==> config.mk <==
export PLATFORM = sky130hd
export DESIGN_NAME = mem_port_arbiter
export DESIGN_NICKNAME = d
export VERILOG_FILES = /design/src/rtl/mem_arb_pkg.sv /design/src/rtl/mem_arb_watchdog.sv /design/src/rtl/mem_port_arbiter.sv
export SDC_FILE = /design/constraint.sdc
export NUM_CORES = 1
export LEC_CHECK = 0
export BUFFER_PORTS_ARGS = -buffer_cell sky130_fd_sc_hd__buf_2
export CORE_UTILIZATION = 30
export CTS_CLUSTER_SIZE = 25
export DETAILED_ROUTE_END_ITERATION = 6
export GPL_TIMING_DRIVEN = 0
export SYNTH_ARGS = -nofsm -noshare
export SYNTH_HDL_FRONTEND = slang
export SYNTH_SLANG_ARGS = --single-unit
export TNS_END_PERCENT = 5
==> constraint.sdc <==
create_clock -name clk -period 4.5 [get_ports clk]
set_clock_uncertainty 0.2 [all_clocks]
set_input_delay 0.45 -clock clk [delete_from_list [all_inputs] [get_ports clk]]
set_output_delay 0.45 -clock clk [all_outputs]
set_load 0.005 [all_outputs]
==> src/rtl/mem_arb_pkg.sv <==
// Shared types and constants for the two-port memory arbiter.
package mem_arb_pkg;

  typedef enum logic [1:0] {StIdle, StIssue, StResp} arbState_t;

  localparam logic OWNER_INSTR = 1'b0;
  localparam logic OWNER_DATA  = 1'b1;

  localparam int unsigned ARB_DATA_WIDTH = 32;
  localparam logic [ARB_DATA_WIDTH-1:0] ABORT_FILL = '1;

endpackage

==> src/rtl/mem_arb_watchdog.sv <==
// Cycle counter for an outstanding memory request; flags expiry on the TIMEOUT-th cycle.
module mem_arb_watchdog #(
  parameter int unsigned TIMEOUT = 64
) (
  input  logic clk,
  input  logic rst_n,
  input  logic clear,
  input  logic enable,
  output logic expire
);

  localparam int unsigned CntW = (TIMEOUT > 1) ? $clog2(TIMEOUT) : 1;
  localparam logic [CntW-1:0] LastCnt = CntW'((TIMEOUT == 0) ? 0 : TIMEOUT - 1);

  logic [CntW-1:0] count;

  always_ff @(posedge clk or negedge rst_n) begin
    if (!rst_n) begin
      count <= '0;
    end else if (clear) begin
      count <= '0;
    end else if (enable && (count != LastCnt)) begin
      count <= count + CntW'(1);
    end
  end

  // count == LastCnt means this is the TIMEOUT-th cycle of the request.
  assign expire = (TIMEOUT != 0) && enable && (count == LastCnt);

endmodule

==> src/rtl/mem_port_arbiter.sv <==
// Shares one valid/ready memory port between the fetch and data ports, alternating on
// contention and aborting requests the memory never answers.
module mem_port_arbiter
  import mem_arb_pkg::*;
#(
  parameter int unsigned ADDR_WIDTH = 32,
  parameter int unsigned DATA_WIDTH = ARB_DATA_WIDTH,
  parameter int unsigned TIMEOUT    = 64
) (
  input  logic                  clk,
  input  logic                  rst_n,
  input  logic [ADDR_WIDTH-1:0] instr_addr,
  input  logic                  instr_valid,
  output logic [DATA_WIDTH-1:0] instr_rd,
  output logic                  instr_ready,
  input  logic [ADDR_WIDTH-1:0] data_addr,
  input  logic [DATA_WIDTH-1:0] data_wr,
  input  logic                  data_rw,
  input  logic                  data_valid,
  output logic [DATA_WIDTH-1:0] data_rd,
  output logic                  data_ready,
  output logic [ADDR_WIDTH-1:0] mem_addr,
  output logic [DATA_WIDTH-1:0] mem_wr_data,
  output logic                  mem_rw,
  output logic                  mem_valid,
  input  logic [DATA_WIDTH-1:0] mem_rd_data,
  input  logic                  mem_ready,
  output logic                  timeout_err
);

  // Replicated so any DATA_WIDTH gets an all-ones abort word.
  localparam logic [DATA_WIDTH-1:0] AbortWord = {DATA_WIDTH{ABORT_FILL[0]}};

  arbState_t state;
  logic      owner;
  logic      lastGrant;
  logic      pickData;
  logic      wdExpire;

  assign pickData = data_valid && (!instr_valid || (lastGrant == OWNER_INSTR));

  mem_arb_watchdog #(
    .TIMEOUT(TIMEOUT)
  ) u_watchdog (
    .clk   (clk),
    .rst_n (rst_n),
    .clear (state != StIssue),
    .enable(state == StIssue),
    .expire(wdExpire)
  );

  always_ff @(posedge clk or negedge rst_n) begin
    if (!rst_n) begin
      state       <= StIdle;
      owner       <= OWNER_INSTR;
      lastGrant   <= OWNER_INSTR;
      instr_rd    <= '0;
      instr_ready <= 1'b0;
      data_rd     <= '0;
      data_ready  <= 1'b0;
      mem_addr    <= '0;
      mem_wr_data <= '0;
      mem_rw      <= 1'b0;
      mem_valid   <= 1'b0;
      timeout_err <= 1'b0;
    end else begin
      unique case (state)
        StIdle: begin
          if (instr_valid || data_valid) begin
            owner       <= pickData ? OWNER_DATA : OWNER_INSTR;
            lastGrant   <= pickData ? OWNER_DATA : OWNER_INSTR;
            mem_addr    <= pickData ? data_addr : instr_addr;
            mem_rw      <= pickData & data_rw;
            mem_wr_data <= pickData ? data_wr : '0;
            mem_valid   <= 1'b1;
            state       <= StIssue;
          end
        end
        StIssue: begin
          // A response in the expiry cycle still counts as success.
          if (mem_ready) begin
            if (!mem_rw) begin
              if (owner == OWNER_DATA) data_rd <= mem_rd_data;
              else                     instr_rd <= mem_rd_data;
            end
            mem_valid   <= 1'b0;
            instr_ready <= (owner == OWNER_INSTR);
            data_ready  <= (owner == OWNER_DATA);
            state       <= StResp;
          end else if (wdExpire) begin
            if (owner == OWNER_DATA) data_rd <= AbortWord;
            else                     instr_rd <= AbortWord;
            timeout_err <= 1'b1;
            mem_valid   <= 1'b0;
            instr_ready <= (owner == OWNER_INSTR);
            data_ready  <= (owner == OWNER_DATA);
            state       <= StResp;
          end
        end
        StResp: begin
          // Requester still holds valid here, so inputs are not sampled.
          instr_ready <= 1'b0;
          data_ready  <= 1'b0;
          state       <= StIdle;
        end
        default: state <= StIdle;
      endcase
    end
  end

endmodule
# Word level (Yosys, flattened, before mapping)
# Cells that the tools add are included.
# word_totals
in_bits	134
output_inout_bits	133
ff_bits	142
wordCells	71
# classes
n_eq_ne	8
mux	29
n_addsub	1
bitwise_logic	3
n_reduce_logical	18
# ops
op	count
two-way mux 32 bit	12
two-way mux 6 bit	2
two-way mux 1 bit	8
AND reduction 4 bit	2
nonzero test 2 bit	4
adder 6 x 1 -> 6 bit (second input constant)	1
equality test 6 bit (second input constant)	1
two-way mux 2 bit	3
inequality test 6 bit (second input constant)	1
case mux 1 bit (2 select lines)	3
AND reduction 2 bit	3
AND reduction 3 bit	2
inequality test 2 bit (second input constant)	2
case mux 2 bit (2 select lines)	1
logical AND 1 bit	3
inequality test 3 bit (second input constant)	1
equality test 2 x 1 -> 1 bit (second input constant)	1
equality test 2 bit (second input constant)	1
zero test 2 bit	1
logical OR 1 bit	2
inequality test 2 x 1 -> 1 bit (second input constant)	1
inverter 1 bit	2
AND 1 bit	1
zero test 1 bit	1

# Longest topological paths before layout
# Gate-level depths: netlist (run 1).
# depth
depth_word	5
depth_mapped	6
mapped_depth_nobuf	4

# Cells and area by module
# From an unflattened synthesis (run 1), not the netlist that was laid out.
# unflattened
cells_unflattened	421
area_unflattened_um2	6044.5
# modules_own_cells
module	instances	area_per_inst_um2	cells_per_inst	seq_area_each_um2
mem_port_arbiter	1	5675.4	380	3403.3
mem_arb_watchdog	1	369.1	41	150.1

# Worst setup path after synthesis (run 1)
# Ideal clock, no wire load.
# synth_timing
path_type	flip-flop to flip-flop
startpoint	register lastGrant
endpoint	register mem_addr[10]
synth_period_minus_slack_ps	1853
path_stages_with_launch	6
path_buffers	2
arrival_ps	1528
t_required_ps	4175
setup_slack_ps	2647
setup_time_ps	125
path_cell_list	dfrtp_1 buf_2 a21boi_2 buf_2 mux2_2 mux2_2
# synth_between
elab_chain_len	4
# synth_lines
element	line_no	rtl
start: declaration	mem_port_arbiter.sv:36	logic lastGrant;
start signal: assignment	mem_port_arbiter.sv:71	lastGrant <= pickData ? OWNER_DATA : OWNER_INSTR;
inverter 1 bit (no source line)	n/a	
logical OR 1 bit	mem_port_arbiter.sv:40	assign pickData = data_valid && (!instr_valid || (lastGrant == OWNER_INSTR));
logical AND 1 bit	mem_port_arbiter.sv:40	
two-way mux 32 bit	mem_port_arbiter.sv:72	mem_addr <= pickData ? data_addr : instr_addr;
end signal: assignment	mem_port_arbiter.sv:72	
end: declaration	mem_port_arbiter.sv:22	output logic [ADDR_WIDTH-1:0] mem_addr,
# No other way between the ends.
# A chain may end at the register's enable or synchronous reset.

# Worst setup path in the final report (run 1)
# layout_timing
startpoint	register u_watchdog.count[0]
endpoint	register data_rd[22]
# layout_between
elab_chain_len	4
# layout_lines
element	line_no	rtl
start: declaration	mem_arb_watchdog.sv:15	logic [CntW-1:0] count;
start signal: assignment	mem_arb_watchdog.sv:23	count <= count + CntW'(1);
equality test 6 bit	mem_arb_watchdog.sv:28	assign expire = (TIMEOUT != 0) && enable && (count == LastCnt);
logical AND 1 bit	mem_arb_watchdog.sv:28	
nonzero test 2 bit (no source line)	n/a	
AND reduction 4 bit (no source line)	n/a	
end signal: assignment	mem_port_arbiter.sv:83	if (owner == OWNER_DATA) data_rd <= mem_rd_data;
end signal: assignment	mem_port_arbiter.sv:91	if (owner == OWNER_DATA) data_rd <= AbortWord;
end: declaration	mem_port_arbiter.sv:20	output logic [DATA_WIDTH-1:0] data_rd,
# No other way between the ends.

==> results of run 1 <==
-- layout make-up --
class	count	area, um^2	share of cell area [%]
diodes	1	2.50	0.0297
plain buffers	45	195	2.32
clock buffers	19	433	5.14
clock inverters	12	209	2.48
inverters	3	11.3	0.134
multi-input cells	275	2310	27.4
flip-flops and latches	142	3550	42.2
well taps	265	332	3.94
repair buffers	267	1370	16.3
-- state kept, by name, indices dropped and copies added (netlist names) --
register,count
mem_rw,1
mem_addr,32
lastGrant,1
state,2
mem_valid,1
data_ready,1
instr_ready,1
data_rd,32
instr_rd,32
u_watchdog.count,6
mem_wr_data,32
timeout_err,1
-- power by group --
part	total, uW	internal, uW	switching [uW]
combinational	2410	1310	1100
clock	1560	989	568
sequential	2350	1920	433
-- cells in the mapped netlist (all sizes together) (4+ instances only) --
master   instances
a21oi            4
a22o            33
a2bb2oi         64
buf             22
clkbuf          23
dfrtp          142
mux2            64
nand2            4
nor2             6
o22ai           65
-- what timing repair did --
action	CTS	global route
hold buffers	1	0
gates resized for setup	0	0
endpoints found under the hold margin	78	0
-- metal layers --
layer	wire length (um)	part of all wire (%)
met1	7710	43
met2	8100	45
met3	1750	9.8
met4	212	1.2
met5	54	0.30
-- worst paths after layout --
check,startpoint,to,cells past startpoint
worst max-delay path,u_watchdog.count[0],data_rd[22],5
min in group asynchronous,rst_n,instr_rd[19],2
worst max register to register,u_watchdog.count[0],data_rd[22],5
max in group asynchronous,rst_n,mem_addr[27],3
worst min-delay path,data_wr[5],mem_wr_data[5],2
worst min register to register,timeout_err,timeout_err,1
-- logic make-up (layout without fill, tap and decap cells) --
| group | count (synthesis) | in the layout |
|---|---|---|
| compound gates | 182 | 182 |
| flops | 142 | 142 |
| mux | 64 | 64 |
| buf+inv | 48 | 346 |
| simple gates | 27 | 27 |
| fa+ha+maj | 1 | 1 |
| xor+xnor | 1 | 1 |
| other cells | 0 | 1 |
-- layout by cell type, fill, tap and decap left out, types with 2 or more instances in the layout --
cell        synthesis  final
inv_1               2      2
a2bb2oi_1          64     64
nand3_1             2      2
a21o_1              2      2
o22ai_1            65     65
nor3_1              3      3
nand2_1             4      4
a311o_1             2      2
nor2_1              6      6
a211oi_1            2      2
a22o_1             33     33
and3_1              2      2
bufinv_16           0      5
mux2_2             64     64
and2_1              3      3
clkinvlp_4          0      2
a21oi_1             4      4
clkbuf_1           23     25
o21a_1              2      2
nand4bb_1           2      2
buf_2              21    285
clkinv_4            0      2
dfrtp_1           142    142
clkbuf_16           0     17
inv_6               0      3
-- per-stage QoR --
stage                     cell area, um^2  hold WS [ps]
after floorplan                      6070         -45.6
after global placement               7730           235
after detailed placement             7760           243
after CTS                            8410          24.3
after global routing                 8410          16.2
final                                8410          44.4
==> flow_metrics.tcl, run 1 <==
set metrics [dict create \
    cts_tree "yes" \
    slew_headroom_pct 50.2 \
    core_um2 19700 \
    worst-endpoint-arrival_ps 2320 \
    fin_tns_setup_ps 0 \
    fillers 1892 \
    insertion_delay_ps 410 \
    slowest_delay_ps 560 \
    grt_usage_pct 17.4 \
    syn-instance-count 465 \
    cts_root_buf "clkbuf_16" \
    grt_pass1_vias 5028 \
    synth_fp_nets 600 \
    layout.nets 886 \
    status "complete, no violations" \
    cts_buffer_depth 2 \
    h-tree-depth 4 \
    overflow 0 \
    synth_compound_area_share_pct 23.2 \
    crit_buf_inv 1 \
    grt_busiest_layer "met2" \
    final_cell_count_no_fill 1029 \
    drc_errors 0 \
    fp.dieArea_um2 20800 \
    synthAdderAreaFrac_pct 0.206 \
    drv_slew 0 \
    drt-total-wl_um 17800 \
    met1_usage_pct 21.7 \
    synth_area_leaders "dfrtp_1, mux2_2, a2bb2oi_1" \
    p_total_uw 6320 \
    wl_per_cell_um 17.3 \
    met2_usage_pct 27.7 \
    ys_seq_area_share_pct 58.6 \
    setup_viol_count_final 0 \
    final_util_pct 42.8 \
    drtPass1Iterations 4 \
    die_y_um 144 \
    path_cells "ha_1 > nand4_1 > o22ai_1 > buf_2 > a2bb2oi_1" \
    vias 5121 \
    ys_async_sr_fraction_pct 100 \
    critPathSlowestCell "o22ai_1" \
    reg2reg_slack_ps 2320 \
    post_cts_buffers 0 \
    period_needed_ps 2180 \
    path_clk_slew_ps 70 \
    cap_viol_max_count 0 \
    worstSetupEndpointType "register" \
    antenna_found_initial 5 \
    fmax_mhz 460 \
    cp.required_ps 4640 \
    synthXorXnorAreaFrac_pct 0.144 \
    rows 51 \
    grt_pass1_wl_um 27300 \
    cp-start-kind "register" \
    synth_edf_count 0 \
    antenna_left 0 \
    hp-class "in2reg" \
    crit_family "compound AO/OA/AOI/OAI gates" \
    syn_area_um2 6070 \
    clock_sinks 142 \
    yosysWarningCount 0 \
    grt_max_degree 80 \
    place_ws_ps 2200 \
    routabilityCongestion 0.766 \
    io_pins 267 \
    worst-setup-path-type "reg2reg" \
    yosysTopAreaCell "dfrtp_1" \
    muxShareOfSynthArea_pct 11.9 \
    cts_buffers 17 \
    placed_cells 996 \
    drive_gt1_share_pct 50.2 \
    peakVddDrop_v 0.000263 \
    synth_top_family_by_area "compound AO/OA/AOI/OAI gates" \
    ys.flop_type "dfrtp_1" \
    port_buffers 265 \
    worstMarginPinSlew_ps 747 \
    synthToLayoutAreaGrowth_pct 38.7 \
    crit_fanout 10 \
    setup_slack_ps 2320 \
    dp_hpwl_um 13300 \
    rsz0062_at_grt "false" \
    routed_via_density 4.98 \
    ys_ff_latch 142 \
    synth_top_cell_area_share_pct 58.6 \
    start_util_pct 30.9 \
    yosysUniqueCellTypes 37 \
    powerDensity_nw_per_um2 751 \
    drt_iter0_markers 192 \
    synth.avg_cell_area_um2 13.1 \
    p_leak_uw 0.00404 \
    die_x_um 144 \
    grt_use_met3_pct 6.29 \
    synth-simple-area-share_pct 2.60 \
    post-route-period-util_pct 48.4 \
    finalHoldViolCount 0 \
]
Power figures use the tool's default switching activity.
==> run 2: changes to the inputs <==
--- a/config.mk
+++ b/config.mk
@@ -5,6 +5,7 @@
 export SDC_FILE = /design/constraint.sdc
 export NUM_CORES = 1
 export LEC_CHECK = 0
+export ABC_AREA = 1
 export BUFFER_PORTS_ARGS = -buffer_cell sky130_fd_sc_hd__buf_2
 export CORE_UTILIZATION = 30
 export CTS_CLUSTER_SIZE = 25
==> constraint.sdc (replaced) <==
create_clock -name clk -period 2 [get_ports clk]
set_clock_uncertainty 0.2 [all_clocks]
set_input_delay 0.2 -clock clk [delete_from_list [all_inputs] [get_ports clk]]
set_output_delay 0.2 -clock clk [all_outputs]
set_load 0.005 [all_outputs]
==> run 2 against run 1 <==
  * Via count rose by 29%
  * Worst hold slack improved by 26 ps
  * Register-to-register slack worse by 2300 ps
  * Sequential share of layout area fell by 6.1 points
  * First-iteration DRC count is 68% higher
  * Area after synthesis increased by 2.0%
  * Sequential cell count is the same
  * Clock power up 110%
  * Total power grew 110%
==> flow_metrics.tcl, run 2 <==
set metrics [dict create \
    critPathSlowestCell "dlygate4sd3_1" \
    cp.required_ps 2160 \
    synth_fp_nets 841 \
    status "complete, no violations" \
    syn_area_um2 6190 \
    drv_slew 0 \
    layout.nets 1258 \
    drc_errors 0 \
    cts_tree "yes" \
    p_leak_uw 0.00516 \
    io_pins 267 \
    antenna_found_initial 0 \
    crit_fanout 10 \
    fmax_mhz 511 \
    final_common_cell "buf_2" \
    antenna_left 0 \
    vias 6584 \
    yosysWarningCount 0 \
    synth_edf_count 0 \
    worstMarginPinSlew_ps 626 \
    post_cts_buffers 0 \
    grt_pass1_wl_um 35200 \
    powerDensity_nw_per_um2 1360 \
    yosysUniqueCellTypes 24 \
    place_ws_ps -160 \
    routed_via_density 4.68 \
    h-tree-depth 4 \
    setup_viol_count_final 0 \
    worstSetupEndpointType "register" \
    die_x_um 146 \
    port_buffers 266 \
    cts_root_buf "clkbuf_16" \
    synth_area_leaders "dfrtp_1, nand2_1, nand4_1" \
    crit_buf_inv 4 \
    dp_hpwl_um 15000 \
    seq_area_um2 3550 \
    ys.flop_type "dfrtp_1" \
    synth.avg_cell_area_um2 8.77 \
    hp-class "in2reg" \
    synthTopCellsByCount "nand2_1, dfrtp_1, nand4_1, o21ai_0, nand3_1" \
    rows 52 \
    path_clk_slew_ps 70 \
    drtPass1Iterations 5 \
    rsz0062_at_grt "true" \
    fillers 1906 \
    final_cell_mix "buf_2, nand2_1, dfrtp_1" \
    drt_iter0_markers 323 \
    cts_buffer_depth 2 \
    ys_async_sr_fraction_pct 100 \
    crit_family "buffers and inverters" \
    syn-instance-count 706 \
    cts_buffers 17 \
    multi_input_area_um2 2350 \
    fp.dieArea_um2 21200 \
    insertion_delay_ps 420 \
    p_total_uw 13300 \
    setup_slack_ps 44.0 \
    cp-start-kind "primary input" \
    path_cells "dlygate4sd3_1 > buf_2 > nand2_1 > clkbuf_1 > clkbuf_1 > nand4_1 > nand2_1" \
    drt-total-wl_um 22000 \
    core_um2 20200 \
    grt_pass1_vias 6803 \
    routabilityCongestion 0.782 \
    peakVddDrop_v 0.000636 \
    finalHoldViolCount 0 \
    slowest_delay_ps 560 \
    wl_per_cell_um 15.6 \
    grt_usage_pct 21.1 \
    die_y_um 146 \
    ys_seq_area_share_pct 57.4 \
    worst-setup-path-type "in2reg" \
    cap_viol_max_count 0 \
    worst-endpoint-arrival_ps 2120 \
    overflow 0 \
    synth_top_cell_area_share_pct 57.4 \
    ys_ff_latch 142 \
    period_needed_ps 1960 \
    post-route-period-util_pct 97.8 \
    synthMostInstantiatedCell "nand2_1" \
    clock_sinks 142 \
    diodes 0 \
    grt_max_degree 82 \
    start_util_pct 30.6 \
    slew_headroom_pct 58.3 \
    synthToLayoutAreaGrowth_pct 58.7 \
    yosysTopAreaCell "dfrtp_1" \
    drive_gt1_share_pct 33.6 \
]
[run 2: cell count changes after synthesis, sizes merged, moves of 33 or more]
cell	delta
nand3	+40
nor2	+34
nand4	+64
o21ai	+68
o22ai	-65
mux2	-64
nand2	+241
a2bb2oi	-64
a22o	-33
[run 2: stage by stage]
| stage | instances | area [um^2] | hold slack (ps) | util, % | TNS (ps) |
|---|---|---|---|---|---|
| 2_1_floorplan | 706 | 6190 | -296 | - | 0 |
| 3_3_place_gp | 1242 | 7860 | 220 | 38.8 | -238250 |
| 3_5_place_dp | 1243 | 7890 | 41.3 | 39.0 | -258 |
| 4_1_cts | 1406 | 9810 | 162 | 48.5 | 0 |
| 5_1_grt | 1406 | 9820 | 134 | 48.5 | -1110 |
| 6_report | 1406 | 9820 | 70.9 | 48.5 | 0 |
[run 2: worst paths after layout]
| check | from | end | slack [ps] | depth (start not counted) |
|---|---|---|---|---|
| worst max-delay path | mem_ready | data_rd[16] | 40 | 7 |
| worst min register to register | instr_rd[28] | instr_rd[28] | 260 | 2 |
| worst min-delay path | data_valid | mem_addr[31] | 70 | 4 |
| max in group asynchronous | rst_n | instr_rd[13] | 640 | 3 |
| worst max register to register | mem_rw | data_rd[16] | 70 | 5 |
| min in group asynchronous | rst_n | data_rd[1] | 130 | 2 |
[run 2: final cells by class]
class / instances / area share (%)
Clock buffer: 17 / 4.33
Clock inverter: 15 / 1.71
Multi-Input combinational cell: 500 / 24.0
Sequential cell: 142 / 36.2
Timing Repair Buffer: 398 / 27.2
Inverter: 11 / 0.420
Tap cell: 270 / 3.44
Buffer: 53 / 2.71
[run 2: power by group]
part,internal [uW],switching [uW]
Clock,1780,1440
Combinational,2150,2890
Sequential,4260,814
Total,8180,5140
[run 2: kinds of logic (layout without fill, tap and decap cells)]
family	count (synthesis)	count (layout)	synth area share [%]
xor+xnor	1	1	0.142
simple gates	425	425	31.5
compound gates	73	73	5.94
fa+ha+maj	1	1	0.202
flops	142	142	57.4
buf+inv	64	494	4.77
[run 2: worst register-to-register path, delay by kind of cell, from the launching register on]
family / cells / cell delay, ps
AND/OR/NAND/NOR: 3 / 430
flip-flops: 1 / 430
buffers and inverters: 2 / 820
[run 2: routing by layer]
layer / track usage [%] / share of wire (%)
met5: 0 / 0
met4: 8.53 / 2.3
met3: 4.26 / 6.1
met2: 35.6 / 48
met1: 26.5 / 44
[run 2: timing repair]
action	in CTS	in global routing
setup endpoints to repair	31	97
pin swaps	0	1
gates resized for setup	6	12
hold buffers	131	0
endpoints found under the hold margin	191	0
==> run 3: changes to the inputs <==
--- a/config.mk
+++ b/config.mk
@@ -13,5 +13,6 @@
 export GPL_TIMING_DRIVEN = 0
 export SYNTH_ARGS = -nofsm -noshare
 export SYNTH_HDL_FRONTEND = slang
+export SYNTH_HIERARCHICAL = 1
 export SYNTH_SLANG_ARGS = --single-unit
 export TNS_END_PERCENT = 5
==> run 3 against run 2 <==
  * Global-route usage decreased by 1.4 points
  * First-iteration DRC count shrank 11%
  * Area after synthesis rose by 6.2%
  * Largest cell class unchanged
  * Final area is 5.7% higher
  * Cell count grew 9.2%
  * Largest power group is now combinational cells
  * Setup slack better by 43 ps
  * Register-to-register slack improved by 20 ps
  * Critical path depth up 4
  * Non-clock buffer count up 3
  * Synthesized cell count rose by 17%
  * Highest routed layer unchanged
  * Fmax grew 2.2%
  * Die area is 6.1% higher
==> flow_metrics.tcl, run 3 <==
set metrics [dict create \
    cts_buffers 17 \
    drtPass1Iterations 5 \
    fin_tns_setup_ps 0 \
    clock_sinks 142 \
    grt_busiest_layer "met2" \
    switchingPower_uw 5250 \
    start_util_pct 31.0 \
    fillers 1991 \
    synthMostInstantiatedCell "nand2_1" \
    cts_buffer_depth 2 \
    synthToLayoutAreaGrowth_pct 58.0 \
    placed_cells 1365 \
    antenna_left 0 \
    fp.dieArea_um2 22500 \
    synth.avg_cell_area_um2 7.98 \
    setup_viol_count_final 0 \
    ys_async_sr_fraction_pct 100 \
    wl_per_cell_um 14.2 \
    drv_slew 0 \
    synth_top_cell_area_share_pct 54.1 \
    yosysTopAreaCell "dfrtp_1" \
    multi_input_area_um2 2510 \
    finalInstanceArea_um2 10400 \
    routabilityCongestion 0.856 \
    rsz0062_at_grt "true" \
    p_comb_share_pct 39.9 \
    peakVddDrop_v 0.000558 \
    status "complete, no violations" \
    powerDensity_nw_per_um2 1330 \
    ys_seq_area_share_pct 54.1 \
    synthTopCellsByCount "nand2_1, nand3_1, dfrtp_1, inv_1, or2_2" \
    grt_max_degree 90 \
    grt_pass1_vias 6768 \
    ys_ff_latch 142 \
    dp_hpwl_um 15100 \
    power_frac_seq_pct 36.5 \
    cts_tree "yes" \
    diodes 0 \
    path_clk_slew_ps 70 \
    cp.required_ps 2160 \
    worst-setup-path-type "reg2reg" \
    grt_use_met3_pct 5.00 \
    worstMarginPinSlew_ps 527 \
    rows 53 \
    final_common_cell "nand2_1" \
    ys.flop_type "dfrtp_1" \
    crit_fanout 10 \
    die_x_um 150 \
    post-route-period-util_pct 95.7 \
    final_cell_count_no_fill 1536 \
    drt-total-wl_um 21800 \
    met2_usage_pct 33.3 \
    grt_pass1_wl_um 34500 \
    syn-instance-count 824 \
    finalHoldViolCount 0 \
    grt_usage_pct 19.8 \
    h-tree-depth 4 \
    drt_iter0_markers 286 \
    syn_area_um2 6570 \
    synth_area_leaders "dfrtp_1, nand2_1, nand3_1" \
    routed_via_density 4.51 \
    slew_headroom_pct 64.8 \
    p_leak_uw 0.00590 \
    power.share.switching_pct 38.0 \
    p_clk_share_pct 23.6 \
    cp-start-kind "register" \
    synth_fp_nets 959 \
    port_buffers 265 \
    synth_edf_count 0 \
    die_y_um 150 \
    met1_usage_pct 24.6 \
    p_total_uw 13800 \
    yosysWarningCount 6 \
    overflow 0 \
    vias 6924 \
    worst-endpoint-arrival_ps 2070 \
    cap_viol_max_count 0 \
    core_um2 21200 \
    final_cell_mix "nand2_1, buf_2, nand3_1" \
    drive_gt1_share_pct 31.9 \
    worstSetupEndpointType "register" \
    insertion_delay_ps 420 \
    placed_cell_area_um2 8280 \
    p_int_uw 8570 \
    hp-class "in2reg" \
    drc_errors 0 \
    fmax_mhz 523 \
    layout.nets 1383 \
    period_needed_ps 1910 \
    cts_root_buf "clkbuf_16" \
    holdWs_ps 58.0 \
    antenna_found_initial 0 \
    yosysUniqueCellTypes 22 \
    seq_area_um2 3550 \
    io_pins 267 \
]
[run 3: changes by cell type after synthesis, moves of 3 or more]
| cell | previous run | this run |
|---|---|---|
| o21ai_0 | 41 | 2 |
| inv_1 | 6 | 76 |
| clkbuf_1 | 24 | 7 |
| o21ai_1 | 29 | 0 |
| buf_2 | 26 | 30 |
| buf_4 | 0 | 7 |
| nand3_1 | 39 | 172 |
| nand4_1 | 65 | 1 |
| nand2_1 | 244 | 319 |
| nor2_1 | 36 | 8 |
| buf_1 | 0 | 4 |
| nand2_2 | 1 | 4 |
[run 3: cell type report]
cell class,instances,area share (%)
clock inverter,13,1.45
clock buffer,19,4.27
buffer,49,3.36
tap,275,3.31
timing repair buffer,405,26.3
sequential,142,34.2
multi-input combinational,551,24.1
inverter,82,2.96
[run 3: path summary, 6_finish.rpt]
kind,startpoint,end,slack (ps),cells after the start
max,u_watchdog/count[0],data_rd[6],90,11
min,data_valid,mem_addr[0],60,4
max reg2reg,u_watchdog/count[0],data_rd[6],90,11
min reg2reg,instr_rd[21],instr_rd[21],270,2
max in group asynchronous,rst_n,mem_wr_data[0],640,3
min in group asynchronous,rst_n,instr_rd[25],110,2
[run 3: stage by stage]
stage	utilization, %	worst slack [ps]
2_1_floorplan	-	75.3
3_3_place_gp	38.8	-1720
3_5_place_dp	39.0	-344
4_1_cts	48.5	24.1
5_1_grt	48.9	-33.3
6_report	48.9	86.5
[run 3: kinds of logic (layout without fill, tap and decap cells)]
family          after synthesis  in the layout  synth area share, %
compound gates                4              4                0.381
flops                       142            142                 54.1
buf+inv                     131            568                 8.57
fa+ha+maj                     1              1                0.190
simple gates                546            546                 36.8
[run 3: critical path: stages, from the launching register on]
cell     delay, ps
dfrtp_1        370
ha_2           220
nand2_4         70
nor2_4         120
nand2_4         90
nor2_4         100
nand2_2         80
nand2_4        120
buf_12         150
buf_8          130
nand3_1        100
nand2_1        100
[run 3: layer usage]
layer,part of all wire (%),vias up,routed length [um]
li1,-,3424,-
met1,44,3209,9500
met2,48,269,10600
met3,6.6,22,1440
met4,1.4,0,308
met5,0,-,0
[run 3: what timing repair did]
action	4_1_cts	5_1_grt
gates cloned	0	1
endpoints found under the setup margin	64	65
endpoints found under the hold margin	184	0
hold buffers	131	0
buffers inserted	4	3
pin swaps	1	6
resized for setup	27	18
[run 3: power by group through the flow]
stage          clock network, uW  logic, uW  registers (uW)
2_1_floorplan                  0       2540            5100
3_3_place_gp                   0       5000            5050
3_5_place_dp                   0       5100            5060
4_1_cts                     3340       5450            5050
5_1_grt                     3460       6230            5220
6_report                    3260       5510            5050
